**config.mk**
```make
export PLATFORM = sky130hd
export DESIGN_NAME = mul_booth_r4_seq
export DESIGN_NICKNAME = d
export VERILOG_FILES = /design/src/rtl/mul_booth_pkg.sv /design/src/rtl/booth_r4_pp.sv /design/src/rtl/mul_booth_r4_seq.sv
export SDC_FILE = /design/constraint.sdc
export NUM_CORES = 1
export LEC_CHECK = 0
export ABC_AREA = 1
export BUFFER_PORTS_ARGS = -buffer_cell sky130_fd_sc_hd__buf_2
export CAP_MARGIN = 40
export CORE_AREA = 3 3 124 126
export DETAILED_ROUTE_END_ITERATION = 8
export DIE_AREA = 0 0 127 129
export PLACE_DENSITY = 0.69
export SYNTH_ARGS = -nofsm -noshare
export SYNTH_HDL_FRONTEND = slang
export SYNTH_SLANG_ARGS = --single-unit
```
**constraint.sdc**
```tcl
create_clock -name clk -period 8.5 [get_ports clk]
set_input_delay 1.7 -clock clk [delete_from_list [all_inputs] [get_ports clk]]
set_output_delay 1.7 -clock clk [all_outputs]
set_load 0.005 [all_outputs]
```
**src/rtl/mul_booth_pkg.sv**
```systemverilog
// Shared definitions for the iterative radix-4 Booth multiplier:
// Booth digit codes, FSM states and digit-count helper.
package mul_booth_pkg;

    // Digit code layout is {neg, two, one}
    localparam logic [2:0] BOOTH_ZERO = 3'b000;
    localparam logic [2:0] BOOTH_P1   = 3'b001;
    localparam logic [2:0] BOOTH_P2   = 3'b010;
    localparam logic [2:0] BOOTH_M1   = 3'b101;
    localparam logic [2:0] BOOTH_M2   = 3'b110;

    typedef enum logic [1:0] {
        IDLE = 2'd0,
        RUN  = 2'd1,
        DONE = 2'd2
    } state_e;

    // Unsigned operands need one more digit to absorb the zero-extended top bits.
    function automatic int num_digits(input int width, input logic tc);
        return tc ? (width / 2) : (width / 2 + 1);
    endfunction

    function automatic logic [2:0] booth_encode(input logic [2:0] triplet);
        logic [2:0] code;
        case (triplet)
            3'b001, 3'b010: code = BOOTH_P1;
            3'b011:         code = BOOTH_P2;
            3'b100:         code = BOOTH_M2;
            3'b101, 3'b110: code = BOOTH_M1;
            default:        code = BOOTH_ZERO;
        endcase
        return code;
    endfunction

endpackage

```
**src/rtl/booth_r4_pp.sv**
```systemverilog
// Combinational radix-4 Booth partial-product generator: one triplet of the
// multiplier selects {0, +-A, +-2A}, sign-extended to the accumulator width.
module booth_r4_pp
    import mul_booth_pkg::*;
#(
    parameter int WIDTH = 16
) (
    input  logic [2:0]         triplet_i,
    input  logic [WIDTH:0]     a_ext_i,
    output logic [2*WIDTH+3:0] pp_o
);

    localparam int PW = 2 * WIDTH + 4;

    logic [2:0]    code;
    logic [PW-1:0] a_sx;
    logic [PW-1:0] mag;

    assign code = booth_encode(triplet_i);
    assign a_sx = {{(PW - WIDTH - 1){a_ext_i[WIDTH]}}, a_ext_i};

    always_comb begin
        mag = '0;
        if (code[0]) begin
            mag = a_sx;
        end else if (code[1]) begin
            mag = a_sx << 1;
        end
        // Two's complement negation wraps cleanly in PW bits, even for -2*A_min
        pp_o = code[2] ? (~mag + PW'(1)) : mag;
    end

endmodule

```
**src/rtl/mul_booth_r4_seq.sv**
```systemverilog
// Iterative radix-4 Booth multiplier with valid/ready handshakes on both
// sides; retires one Booth digit per clock into a registered accumulator.
module mul_booth_r4_seq
    import mul_booth_pkg::*;
#(
    parameter int WIDTH = 16
) (
    input  logic               clk,
    input  logic               rst,
    input  logic               in_valid,
    output logic               in_ready,
    input  logic [WIDTH-1:0]   in_a,
    input  logic [WIDTH-1:0]   in_b,
    input  logic               in_tc,
    output logic               out_valid,
    input  logic               out_ready,
    output logic [2*WIDTH-1:0] out_product
);

    localparam int AW = WIDTH + 1;
    localparam int BW = WIDTH + 3;
    localparam int PW = 2 * WIDTH + 4;
    localparam int CW = $clog2(WIDTH / 2 + 2);

    generate
        if ((WIDTH % 2) != 0 || WIDTH < 4) begin : g_bad_width
            $error("mul_booth_r4_seq: WIDTH must be even and >= 4");
        end
    endgenerate

    state_e              state_q;
    logic                in_ready_q;
    logic                out_valid_q;
    logic [2*WIDTH-1:0]  product_q;
    logic [AW-1:0]       a_ext_q;
    logic [BW-1:0]       b_q;
    logic                tc_q;
    logic [CW-1:0]       idx_q;
    logic [PW-1:0]       acc_q;
    logic [PW-1:0]       acc_d;
    logic [PW-1:0]       pp;
    logic                last_digit;
    logic                ext_a;
    logic                ext_b;

    // b_q[0] is the implicit bit -1; the register shifts right two bits per
    // digit so the current triplet always sits at b_q[2:0].
    booth_r4_pp #(
        .WIDTH (WIDTH)
    ) u_pp (
        .triplet_i (b_q[2:0]),
        .a_ext_i   (a_ext_q),
        .pp_o      (pp)
    );

    assign acc_d      = acc_q + (pp << {idx_q, 1'b0});
    assign last_digit = (idx_q == CW'(num_digits(WIDTH, tc_q) - 1));
    assign ext_a      = in_tc & in_a[WIDTH-1];
    assign ext_b      = in_tc & in_b[WIDTH-1];

    always_ff @(posedge clk) begin
        if (rst) begin
            state_q     <= IDLE;
            in_ready_q  <= 1'b1;
            out_valid_q <= 1'b0;
            product_q   <= '0;
            a_ext_q     <= '0;
            b_q         <= '0;
            tc_q        <= 1'b0;
            idx_q       <= '0;
            acc_q       <= '0;
        end else begin
            case (state_q)
                IDLE: begin
                    if (in_valid) begin
                        a_ext_q    <= {ext_a, in_a};
                        b_q        <= {{2{ext_b}}, in_b, 1'b0};
                        tc_q       <= in_tc;
                        idx_q      <= '0;
                        acc_q      <= '0;
                        in_ready_q <= 1'b0;
                        state_q    <= RUN;
                    end
                end
                RUN: begin
                    acc_q <= acc_d;
                    b_q   <= b_q >> 2;
                    idx_q <= idx_q + CW'(1);
                    if (last_digit) begin
                        product_q   <= acc_d[2*WIDTH-1:0];
                        out_valid_q <= 1'b1;
                        state_q     <= DONE;
                    end
                end
                DONE: begin
                    // in_ready rises only after the output handshake completes
                    if (out_ready) begin
                        out_valid_q <= 1'b0;
                        in_ready_q  <= 1'b1;
                        state_q     <= IDLE;
                    end
                end
                default: begin
                    state_q     <= IDLE;
                    in_ready_q  <= 1'b1;
                    out_valid_q <= 1'b0;
                end
            endcase
        end
    end

    assign in_ready    = in_ready_q;
    assign out_valid   = out_valid_q;
    assign out_product = product_q;

endmodule
```
# ---- Word-level counts from Yosys, hierarchy flattened
# Index checks and enable logic that the tools add are counted.
dict set report op_classes {
  addsub 4
  n_eq_ne 12
  shift 1
  n_mux 21
  bitwise_logic 5
  n_reduce_logical 10
}
# operator count
set op_table {}
lappend op_table {{2-to-1 mux 36 bit} 4}
lappend op_table {{case mux 36 bit (2 select lines)} 1}
lappend op_table {{case mux 19 bit (2 select lines)} 1}
lappend op_table {{adder 36 x 1 -> 36 bit, second input constant} 1}
lappend op_table {{adder 36 bit} 1}
lappend op_table {{NOT 36 bit} 1}
lappend op_table {{<< shifter 36 x 5 -> 36 bit} 1}
lappend op_table {{2-to-1 mux 19 bit} 1}
lappend op_table {{case mux 3 bit (4 select lines)} 1}
lappend op_table {{== test 3 bit, second input constant} 3}
lappend op_table {{AND reduction 3 bit} 3}
lappend op_table {{case mux 4 bit (2 select lines)} 1}
lappend op_table {{== test 3 x 2 -> 1 bit, second input constant} 2}
lappend op_table {{2-to-1 mux 2 bit} 3}
lappend op_table {{!= test 2 bit, second input constant} 3}
lappend op_table {{case mux 1 bit (3 select lines)} 2}
lappend op_table {{case mux 2 bit (3 select lines)} 1}
lappend op_table {{AND reduction 2 bit} 3}
lappend op_table {{2-to-1 mux 1 bit} 5}
lappend op_table {{adder 4 x 1 -> 4 bit, second input constant} 1}
lappend op_table {{== test 4 bit} 1}
lappend op_table {{2-to-1 mux 4 bit} 1}
lappend op_table {{OR reduction 2 bit} 2}
lappend op_table {{subtractor 4 x 1 -> 4 bit, second input constant} 1}
lappend op_table {{other kinds (7)} 9}
dict set report totals {
  ff_bits 113
  input_bits 37
}

# ---- Depth between registers and ports, before layout
dict set report depth {
  word_depth 11
  ltp_mapped 34
  depth_no_buf 34
}

# ---- Cells and area by module
# Synthesis repeated with hierarchy kept, for this count alone.
dict set report hier_totals {
  cells_unflattened 1398
  hier_area_um2 8240.4
}
# module n_inst cells_per_inst area_per_inst_um2 seq_area_each_um2
set by_module_without_submodules {}
lappend by_module_without_submodules {mul_booth_r4_seq 1 1190 7236.9 2162.1}
lappend by_module_without_submodules {booth_r4_pp 1 208 1003.5 0.0}

# ---- Least setup slack after synthesis
# No wires, ideal clock.
dict set report synth_path {
  kind {flip-flop to flip-flop}
  from {register b_q[0]}
  to {register product_q[18], in the netlist out_product[18]}
  t_arrival_ps 4044
  t_required_ps 8384
  path_slack_ps 4340
  path_stages_with_launch 31
  period_less_slack_ps 4160
  cell_sequence {dfxtp_1 -> inv_1 -> ha_1 -> buf_4 -> nor2_1 -> nand2_1 -> nand2_1 -> inv_1 -> ha_1 -> o21ai_0 -> or2_2 -> nand2_1 -> o21ai_0 -> or2_2 -> nor2_1 -> ha_1 -> a21oi_1 -> o21ai_0 -> a21oi_1 -> inv_1 -> a21oi_1 -> inv_1 -> nand2_1 -> nand2_1 -> a21oi_1 -> inv_1 -> or2_1 -> nand2_1 -> nand2_1 -> o211ai_1 -> inv_1}
}
dict set report synth_between {
  elab_chain_cells 10
  word_cells_on_any_way 16
  cone_classes {add/sub: 2; eq/ne: 6; shift: 1; mux: 4; bitwise: 1; reduce/logical: 2}
}
# item line
set synth_rtl {}
lappend synth_rtl {{start, declared} mul_booth_r4_seq.sv:36} ;# logic [BW-1:0] b_q;
lappend synth_rtl {{start signal, assigned} mul_booth_r4_seq.sv:77} ;# b_q <= {{2{ext_b}}, in_b, 1'b0};
lappend synth_rtl {{start signal, assigned} mul_booth_r4_seq.sv:87} ;# b_q <= b_q >> 2;
lappend synth_rtl {{== test 3 bit (tied with other cells)} mul_booth_pkg.sv:25} ;# case (triplet)
lappend synth_rtl {{OR reduction 2 bit} mul_booth_pkg.sv:25}
lappend synth_rtl {{case mux 3 bit (4 select lines) *} mul_booth_pkg.sv:25}
lappend synth_rtl {{2-to-1 mux 36 bit} booth_r4_pp.sv:26} ;# end else if (code[1]) begin
lappend synth_rtl {{2-to-1 mux 36 bit} booth_r4_pp.sv:24} ;# if (code[0]) begin
lappend synth_rtl {{NOT 36 bit} booth_r4_pp.sv:30} ;# pp_o = code[2] ? (~mag + PW'(1)) : mag;
lappend synth_rtl {{adder 36 x 1 -> 36 bit} booth_r4_pp.sv:30}
lappend synth_rtl {{2-to-1 mux 36 bit *} booth_r4_pp.sv:30}
lappend synth_rtl {{<< shifter 36 x 5 -> 36 bit *} mul_booth_r4_seq.sv:56} ;# assign acc_d = acc_q + (pp << {idx_q, 1'b0});
lappend synth_rtl {{adder 36 bit *} mul_booth_r4_seq.sv:56}
lappend synth_rtl {{end signal, assigned} mul_booth_r4_seq.sv:90} ;# product_q <= acc_d[2*WIDTH-1:0];
lappend synth_rtl {{end, declared} mul_booth_r4_seq.sv:34} ;# logic [2*WIDTH-1:0] product_q;
# Every way passes the cells marked *; elsewhere a longest branch is shown, timed or not.
# A chain may end at the register's enable or synchronous reset.

# ---- Worst setup path after layout
dict set report layout_path {
  from {register b_q[1]}
  to {register product_q[18], in the netlist out_product[18]}
}
# The elaborated chain is that of the path after synthesis.

==> out/results.tsv <==
stage	metric	value	unit
status	status	complete, no violations	
global_routing	grt total ovfl	0	
placement	DP Area	8250	µm²
finish	Ant. Diodes	0	
worst_hold_path	path category of the worst min-delay check	reg -> reg	
setup_path	crit path capture type	register	
global_routing	first-pass GRT wire length	35300	µm
setup_path	Worst R2R Path Depth	26	
route	Wirelength per Cell	14.8	µm
timing	Final Hold Fails	0	
timing	Slew Viols, Final	0	
timing	Final min period	5.51	ns
finish	multi-input logic area	4870	µm²
yosys	Yosys cell types	49	
timing	period utilization	0.649	
cts	htree depth	3	
global_routing	Overall Global Routing Usage	0.264	
timing	Final Setup Violations	0	
placement	pre-CTS setup slack	3.09	ns
setup_path	RR Startpoint	b_q[1]$_SDFFE_PP0P_	
setup_path	Required @ worst endpoint	8.74	ns
global_routing	initial antenna violation count	0	
placement	routability cong.	0.949	
timing	RSZ-0062 raised after global routing	false	
setup_path	startpoint types	register	
yosys	number of synthesized register bits	108	
run	total of max-cap violations	0	
setup_path	Worst Path Max Fanout	31	
route	DR iter-0 viols	701	
setup_path	flop-to-flop setup slack	2.99	ns
setup_path	Setup CP Type	reg -> reg	
route	DR vias/cell	5.47	
timing	setup TNS	0	ns
route	post-route antenna net violation count	0	
floorplanning	# rows	44	
finish	Post-Route Utilization	0.593	
power	cell leakage power	4.09	nW
setup_path	Critical path origin	b_q[1]$_SDFFE_PP0P_	
floorplanning	Starting Density	0.541	
yosys	Post-Synthesis Mean Instance Area	6.37	µm²
cts	clock-pin transition on the worst setup and hold timing paths	0.08	ns
yosys	net count after synthesis	1301	
timing	Slew headroom	0.425	
setup_path	R2R Path End	out_product[18]$_SDFFE_PP0P_	
finish	Area growth, synth to finish	9.72	%
finish	Final #Nets	1332	
timing	Max Clock Skew	0.0122	ns
setup_path	Worst Setup EP	out_product[18]$_SDFFE_PP0P_	
cts	post-CTS setup buffers	0	
floorplanning	Die ar.	16400	µm²
global_routing	pin count of the biggest net entering global routing	66	
worst_hold_path	Hold Path Depth	2	
cts	worst skew pair latency	0.36	ns
timing	worst slew pin tran	0.863	ns
route	drt first pass iters	5	
yosys	ys async rst share	0	
yosys	EDFF count, synth	0	
cts	clk sinks	108	
route	DR DRC count	0	
finish	design area	8560	µm²
floorplanning	Core Box Area	14400	µm²
finish	area taken by flip-flops and latches	2160	µm²
floorplanning	top-level I/O count	71	
cts	CTS Buf Count	9	
power	power density cells	182	nW/µm²
cts	CTS tree	done	
timing	Final WS setup	2.99	ns
yosys	Main synth FF type	dfxtp_1	
yosys	sequential area share after synthesis	0.277	
cts	CTS Hold Bufs	0	
finish	share of cells above drive strength 1	0.125	
yosys	Post-Syn Area	7800	µm²
cts	# resized after CTS	0	
setup_path	critical path arrival	5.76	ns
route	via count	7903	
cts	root buffer cell	clkbuf_16	
floorplanning	Chip Height	129	µm
yosys	Synth Instances	1225	
placement	PortBufs	70	
power	maximum vdd drop	0.142	mV
global_routing	vias in the first global route	7062	
cts	Max clock buf depth	2	
floorplanning	die width	127	µm
finish	# fillers	1483	
timing	fmax	0.181	GHz
timing	hold slack final	0.460	ns
placement	post-detail-place hpwl	16100	µm
yosys	Yosys warnings	0	
route	drt total wl	21300	µm
## cell families (layout without fill, tap and decap cells)
group | Yosys count | count (layout) | synth area share
flip-flops | 108 | 108 | 0.277
AO/OA/AOI/OAI | 272 | 272 | 0.200
XOR/XNOR | 26 | 26 | 0.0292
adder cells (fa/ha/maj) | 39 | 39 | 0.0635
AND/OR/NAND/NOR | 578 | 578 | 0.330
buffers and inverters | 202 | 238 | 0.101
## through the flow
stage	power, mW	std cells
floorplan	0.975	1225
global placement	1.10	1426
detailed placement	1.11	1429
CTS	1.56	1445
global route	1.66	1445
finish	1.56	1445
## registers in the layout, indices dropped and copies added, names as in the netlist
name         flops
a_ext_q         17
acc_q           32
b_q             18
idx_q            4
in_ready         1
out_product     32
out_valid        1
state_q          2
tc_q             1
## worst min-delay path by stage
stage                                       start                 endpoint  slack, ns
final                        b_q[14]$_SDFFE_PP0P_     b_q[14]$_SDFFE_PP0P_       0.46
after global routing      a_ext_q[4]$_SDFFE_PP0P_  a_ext_q[4]$_SDFFE_PP0P_       0.49
after CTS                    b_q[14]$_SDFFE_PP0P_     b_q[14]$_SDFFE_PP0P_       0.47
after detailed placement    in_ready$_SDFFE_PP1P_    in_ready$_SDFFE_PP1P_       0.45
after global placement       b_q[13]$_SDFFE_PP0P_     b_q[13]$_SDFFE_PP0P_       0.44
after floorplan              b_q[13]$_SDFFE_PP0P_     b_q[13]$_SDFFE_PP0P_       0.43
## critical path: stages, from the launching register on
cell	delay, ns
dfxtp_1	0.37
inv_1	0.10
ha_1	0.86
nand2_1	0.30
ha_1	0.35
o21ai_0	0.10
or2_2	0.31
nand2_1	0.06
o21ai_0	0.15
or2_2	0.35
nor2_1	0.12
ha_1	0.28
a21oi_1	0.16
o21ai_0	0.09
a21oi_1	0.33
inv_1	0.13
a21oi_1	0.23
inv_1	0.10
nand2_1	0.07
nand2_1	0.11
a21oi_1	0.25
inv_1	0.09
or2_1	0.23
nand2_1	0.08
nand2_1	0.05
o211ai_1	0.09
inv_1	0.06
## Yosys cell counts (all sizes together) (2+ instances only)
library cell / count / share of area
a211oi: 25 / 0.024
a21boi: 3 / 0.0034
a21o: 2 / 0.0019
a21oi: 122 / 0.079
a22oi: 4 / 0.0038
a31oi: 7 / 0.0056
and2: 2 / 0.0016
buf: 21 / 0.014
clkbuf: 37 / 0.018
clkinv: 2 / 0.00096
dfxtp: 108 / 0.28
ha: 38 / 0.061
inv: 142 / 0.068
nand2: 317 / 0.17
nand3: 97 / 0.067
nand4: 11 / 0.0088
nor2: 126 / 0.068
nor3: 8 / 0.0051
nor4: 2 / 0.0016
o211ai: 9 / 0.0087
o21a: 3 / 0.0029
o21ai: 83 / 0.055
o21bai: 5 / 0.0048
o31ai: 4 / 0.0038
or2: 13 / 0.010
xnor2: 6 / 0.0067
xor2: 20 / 0.022
## report_power, final
group / internal (mW) / switching [mW] / total [mW]
sequential: 0.535 / 0.0194 / 0.554
clock: 0.235 / 0.216 / 0.451
combinational: 0.178 / 0.377 / 0.555
## final cells by class
| class | count | area share |
|---|---|---|
| Clock inverter | 6 | 0.00965 |
| Timing Repair Buffer | 78 | 0.0520 |
| Inverter | 144 | 0.0631 |
| Tap cell | 184 | 0.0269 |
| Multi-Input combinational cell | 915 | 0.569 |
| Sequential cell | 108 | 0.253 |
| Clock buffer | 10 | 0.0268 |
## layout by cell type (no fill, tap or decap), types with 14 or more instances in the layout
cell,count
inv_1,137
buf_2,70
nand3_1,90
nor2_1,113
ha_1,38
a21oi_1,120
xor2_1,20
nand2_1,293
dfxtp_1,108
o21ai_1,14
a211oi_1,25
nand2_2,16
o21ai_0,66
## per-layer routing
metal  share of wire  vias up  wire, µm  global-route usage
met5               0        -         0                   0
met3           0.071       15      1520              0.0531
met2            0.40      247      8640               0.378
met4           0.013        0       267              0.0555
met1            0.51     3566     10900               0.406
li1                -     4075         -                   -
Note: power is estimated with default switching activity, not from simulation.
